[src/rtl/commit_rob.sv]
`default_nettype none

// +--------------------------------------------------------------------------+
// | commit_rob_pkg                                                           |
// | Shared types for the rename / ROB / writeback handshake.                 |
// | Revision: 1.0                                                            |
// +--------------------------------------------------------------------------+
package commit_rob_pkg;

    // Physical register reference: used for writeback, commit and sources.
    typedef struct packed {
        logic       valid;
        logic [5:0] idx;
        logic       ready;
    } p_reg_t;

    // Destination register of a renamed instruction.
    typedef struct packed {
        logic       valid;
        logic [5:0] idx;
    } rd_t;

    // Renamed instruction as delivered by the rename stage.
    typedef struct packed {
        logic   valid;
        rd_t    rd;
        p_reg_t rs1;
        p_reg_t rs2;
    } rinstr_t;

endpackage

// +--------------------------------------------------------------------------+
// | commit_rob                                                               |
// | In-order reorder buffer. Allocates renamed instructions at the tail,     |
// | marks them done on writeback, retires the head once done and reports    |
// | the retired physical destination to rename one cycle later.              |
// |                                                                          |
// | Ports:                                                                   |
// |   clk_i       - clock, all state on rising edge                          |
// |   rst_ni      - asynchronous active-low reset                            |
// |   rinstr_i    - renamed instruction (only valid and rd are used)         |
// |   wb_i        - writeback of physical register wb_i.idx                  |
// |   flush_i     - synchronous flush, discards every entry                  |
// |   p_commit_o  - registered in-order retirement of a physical rd          |
// |   rob_full_o  - no free entry                                            |
// |   rob_empty_o - no occupied entry                                        |
// |   count_o     - number of occupied entries                               |
// |   overflow_o  - sticky: valid instruction presented while full           |
// | Revision: 1.0                                                            |
// +--------------------------------------------------------------------------+
module commit_rob
    import commit_rob_pkg::*;
#(
    parameter int DEPTH = 8
) (
    input  logic                     clk_i,
    input  logic                     rst_ni,
    input  rinstr_t                  rinstr_i,
    input  p_reg_t                   wb_i,
    input  logic                     flush_i,
    output p_reg_t                   p_commit_o,
    output logic                     rob_full_o,
    output logic                     rob_empty_o,
    output logic [$clog2(DEPTH):0]   count_o,
    output logic                     overflow_o
);

    localparam int AW = $clog2(DEPTH);
    localparam int CW = AW + 1;

    // Pointers carry one extra wrap bit above the entry index.
    logic [AW:0]      r_head;
    logic [AW:0]      r_tail;
    logic [DEPTH-1:0] r_rd_valid;
    logic [DEPTH-1:0] r_done;
    logic [5:0]       r_rd_idx [DEPTH];
    p_reg_t           r_commit;
    logic             r_overflow;

    logic [AW-1:0]    w_head_idx;
    logic [AW-1:0]    w_tail_idx;
    logic             w_full;
    logic             w_empty;
    logic [CW-1:0]    w_count;
    logic             w_alloc;
    logic             w_retire;
    logic             w_alloc_done;
    logic [DEPTH-1:0] w_wb_hit;
    logic             w_unused;

    assign w_head_idx = r_head[AW-1:0];
    assign w_tail_idx = r_tail[AW-1:0];

    assign w_full  = (w_head_idx == w_tail_idx) && (r_head[AW] != r_tail[AW]);
    assign w_empty = (r_head == r_tail);
    // Modular difference of the wrap-extended pointers is the occupancy.
    assign w_count = r_tail - r_head;

    // Refused when full even if the head leaves this cycle.
    assign w_alloc  = rinstr_i.valid && !w_full;
    assign w_retire = !w_empty && r_done[w_head_idx];

    // An entry without rd has nothing to wait for; a writeback arriving in
    // the allocation cycle is folded in so it is not lost.
    assign w_alloc_done = !rinstr_i.rd.valid ||
                          (wb_i.valid && (wb_i.idx == rinstr_i.rd.idx));

    // Writeback only touches entries that are currently occupied, i.e. whose
    // distance from the head is below the occupancy.
    for (genvar gi = 0; gi < DEPTH; gi++) begin : g_entry
        logic [AW-1:0] w_off;
        assign w_off = AW'(gi) - w_head_idx;
        assign w_wb_hit[gi] = wb_i.valid && r_rd_valid[gi] &&
                              (r_rd_idx[gi] == wb_i.idx) &&
                              ({1'b0, w_off} < w_count);
    end

    // Source operands and writeback ready do not influence the ROB.
    assign w_unused = ^{rinstr_i.rs1, rinstr_i.rs2, wb_i.ready};

    always_ff @(posedge clk_i or negedge rst_ni) begin
        if (!rst_ni) begin
            r_head     <= '0;
            r_tail     <= '0;
            r_rd_valid <= '0;
            r_done     <= '0;
            for (int i = 0; i < DEPTH; i++) begin
                r_rd_idx[i] <= '0;
            end
            r_commit   <= '0;
            r_overflow <= 1'b0;
        end else begin
            if (rinstr_i.valid && w_full) begin
                r_overflow <= 1'b1;
            end

            if (flush_i) begin
                r_head   <= '0;
                r_tail   <= '0;
                r_done   <= '0;
                r_commit <= '0;
            end else begin
                for (int i = 0; i < DEPTH; i++) begin
                    if (w_wb_hit[i]) begin
                        r_done[i] <= 1'b1;
                    end
                end

                // Later assignment wins over a stale writeback hit on the
                // free tail slot.
                if (w_alloc) begin
                    r_rd_valid[w_tail_idx] <= rinstr_i.rd.valid;
                    r_rd_idx[w_tail_idx]   <= rinstr_i.rd.idx;
                    r_done[w_tail_idx]     <= w_alloc_done;
                    r_tail                 <= r_tail + CW'(1);
                end

                if (w_retire) begin
                    r_head         <= r_head + CW'(1);
                    r_commit.valid <= r_rd_valid[w_head_idx];
                    r_commit.idx   <= r_rd_idx[w_head_idx];
                    r_commit.ready <= 1'b1;
                end else begin
                    r_commit <= '0;
                end
            end
        end
    end

    assign p_commit_o  = r_commit;
    assign rob_full_o  = w_full;
    assign rob_empty_o = w_empty;
    assign count_o     = w_count;
    assign overflow_o  = r_overflow;

endmodule

`default_nettype wire

[config.mk]
export PLATFORM = sky130hd
export DESIGN_NAME = commit_rob
export DESIGN_NICKNAME = d
export VERILOG_FILES = /design/src/rtl/commit_rob.sv
export SDC_FILE = /design/constraint.sdc
export NUM_CORES = 1
export LEC_CHECK = 0
export ABC_CLOCK_PERIOD_IN_PS = 3350
export CAP_MARGIN = 30
export CORE_MARGIN = 3
export CORE_UTILIZATION = 25
export CTS_BUF_LIST = sky130_fd_sc_hd__clkbuf_2 sky130_fd_sc_hd__clkbuf_4 sky130_fd_sc_hd__clkbuf_8
export DETAILED_ROUTE_END_ITERATION = 10
export PLACE_DENSITY_LB_ADDON = 0.1
export SYNTH_ARGS = -nofsm -noshare
export SYNTH_HDL_FRONTEND = slang
export SYNTH_SLANG_ARGS = --single-unit
[constraint.sdc]
create_clock -name clk_i -period 3.35 [get_ports clk_i]
set_clock_uncertainty 0.15 [all_clocks]
set_input_delay 0.67 -clock clk_i [delete_from_list [all_inputs] [get_ports clk_i]]
set_output_delay 0.67 -clock clk_i [all_outputs]
set_load 0.005 [all_outputs]
==> metrics.cfg <==
[clocking]
clk_path_buf_depth = 2
cts_buffers = 9
clk_latency_ns = 0.38
ctsHoldBuffers = 0
numClockSinks = 81
cts_tree = built
ctsRootBufferMaster = clkbuf_8
cts_max_level = 3
path_clk_slew_ns = 0.09

[drt]
highest_layer = met4
antenna_left = 0
dr_wl_met3_um = 529
firstDrtPassIters = 4
wirelength_mm = 14.02
wl_met2_mm = 6.634
via_per_inst = 4.780
wire_per_inst_um = 20.17
first_iter_violations = 146
wirelength_met1_mm = 6.579
drc = 0
vias = 3322

[timing]
fin_crit_sh_pct = 94.02
hold_violations = 0
clock.fmax_mhz = 317.5
maxSlewViolCount = 0
layout_min_cycle_time_ns = 3.150
tns_ns = 0
grt_setup_unrepaired = no
maxSlewHeadroom_pct = 56.17
final-setup-viol-count = 0
worst_pin_slew_ns = 0.6550

[die]
core_um2 = 18390
die_h_um = 144.2
start_util_pct = 25.97
rows = 49
dieWidth_um = 144.2
io_pins = 50
die_area_um2 = 20800

[critical_path]
r2r_slack_ns = 0.77
cp-start-kind = register
cp.arrival_ns = 2.33
cp-end-kind = primary output
cp_cell_sequence = inv_1 > ha_1 > fa_1 > xor2_1 > inv_2 > clkdlybuf4s50_1
max_stage_delay_ns = 0.52
cp_max_fo = 8
cp.required_ns = 2.53
critPathKind = reg -> out
cp_slowest_cell = clkdlybuf4s50_1

[synth]
synth.avg_cell_area_um2 = 11.48
yosysWarningCount = 0
synth_top_area_share_pct = 42.43
synth_cell_types = 48
ys_top_cells_by_area = dfrtp_1 (42%), mux2_2 (12%), mux4_2 (7.1%)
synth_nets = 461
synth_ff_type = dfrtp_1
synth_seq_cells = 81
synth_edf_count = 0
ys_top_cells_by_count = dfrtp_1 (81), mux2_2 (50), xnor2_1 (33)
async_reset_ff_share_pct = 100.0
yosysMostFrequentCell = dfrtp_1
yosysTopAreaCell = dfrtp_1
syn_inst = 416
syn_area_um2 = 4777
synth_seq_area_share_pct = 42.43

[hold_path]
min_path_type = in -> async

[layout]
final_cells = 695
n_antenna_cell = 0
design_area_um2 = 5653
regArea_um2 = 2028
n_fill_cell = 1893
nNetsFinal = 506
multi_input_area_um2 = 2611
layout-drive-gt1-share_pct = 27.25
syn_to_final_growth_pct = 18.33

[placement]
portBuffers = 32
placedCellCount = 679
hpwl_mm = 10.22
gp_congestion = 0.7747
place_area_um2 = 5466

[grt]
antenna_found_initial = 0
grt_util_all_layers_pct = 14.45
grt_max_degree = 45
grt_pass1_wl_mm = 22.02
grt_pass1_vias = 3616
overflow = 0

[run_status]
status = finished, final reports clean

[power]
cellPowerDensity_nw_per_um2 = 449.2
cellLeakagePower_nw = 2.463
ir_worst_vdd_uv = 195.5

[flow_run]
drv_cap = 0

-- what timing repair did --
item / in CTS / in global routing
setup endpoints to repair: 0 / 1
gates resized for setup: 0 / 2
setup buffers: 0 / 0
-- per-layer routing --
layer,up-vias,track usage [%]
met1,1672,19.59
met4,0,4.418
met5,-,0
met3,18,3.208
li1,1557,-
met2,75,23.15
-- cells in the final DEF, fill, tap and decap left out, types with 9 or more instances in the layout --
| cell type | count |
|---|---|
| dfrtp_1 | 80 |
| mux2_2 | 50 |
| xnor2_1 | 33 |
| clkdlybuf4s50_1 | 31 |
| xor2_1 | 30 |
| nand2_1 | 26 |
| buf_4 | 26 |
| nor2_1 | 22 |
| a21oi_1 | 18 |
| mux4_2 | 15 |
| nand3_1 | 15 |
| inv_1 | 9 |
| ha_1 | 9 |
| clkbuf_8 | 9 |
-- kinds of logic (layout without fill, tap and decap cells) --
kind of cell    after synthesis  count (layout)  share of synthesized area, %
simple gates                 97              97                         10.14
flops                        81              81                         42.43
mux                          76              76                         21.35
xor+xnor                     65              65                         12.23
compound gates               49              49                         7.229
buf+inv                      34              84                         3.012
fa+ha+maj                    14              14                         3.615
-- worst paths after layout --
path	start	end	cells after the start
min	rst_ni	r_tail[3]	1
max	r_tail[0]	count_o[2]	6
min reg2reg	overflow_o	overflow_o	1
max reg2reg	r_head[1]	p_commit_o[1]	6
min in group clk_i	overflow_o	overflow_o	1
max in group asynchronous	rst_ni	r_rd_idx[23]	2
-- final cells by class --
| type | count | area share, % |
|---|---|---|
| clock buffer | 11 | 2.457 |
| clock inverter | 5 | 0.7304 |
| multi-input combinational | 301 | 46.19 |
| timing repair buffer | 57 | 8.942 |
| sequential | 81 | 35.88 |
| tap | 229 | 5.069 |
| inverter | 11 | 0.7304 |
-- flip-flops by register name, indices dropped and copies added, names as in the netlist --
register,cells
p_commit_o,8
overflow_o,1
r_head,4
r_tail,4
r_rd_valid,8
r_rd_idx,48
r_done,8
-- power breakdown --
group	switching (mW)	leakage [nW]	internal, mW
Combinational	0.325	1.29	0.340
Clock	0.401	0.0870	0.291
Sequential	0.0961	1.08	1.09
Total	0.823	2.46	1.72
-- worst max-delay path, delay by kind of cell, from the launching register on --
kind	cells	cell delay [ns]
flip-flops	1	0.35
XOR/XNOR	1	0.18
adder cells (fa/ha/maj)	2	0.63
buffers and inverters	3	0.79
-- stage by stage --
| step | setup slack, ns | hold slack [ns] | utilization [%] | power (mW) |
|---|---|---|---|---|
| final | 0.2003 | 0.1527 | 30.73 | 2.539 |
| after CTS | 0.08378 | 0.1665 | 30.70 | 2.583 |
| after global placement | 0.2672 | 0.2874 | 29.72 | 1.867 |
| after floorplan | 0.6714 | 0.2244 | - | 1.621 |
| after detailed placement | 0.2731 | 0.3000 | 29.72 | 1.871 |
| after global routing | 0.02724 | 0.1781 | 30.73 | 2.698 |
Note: power is estimated with default switching activity, not from simulation.
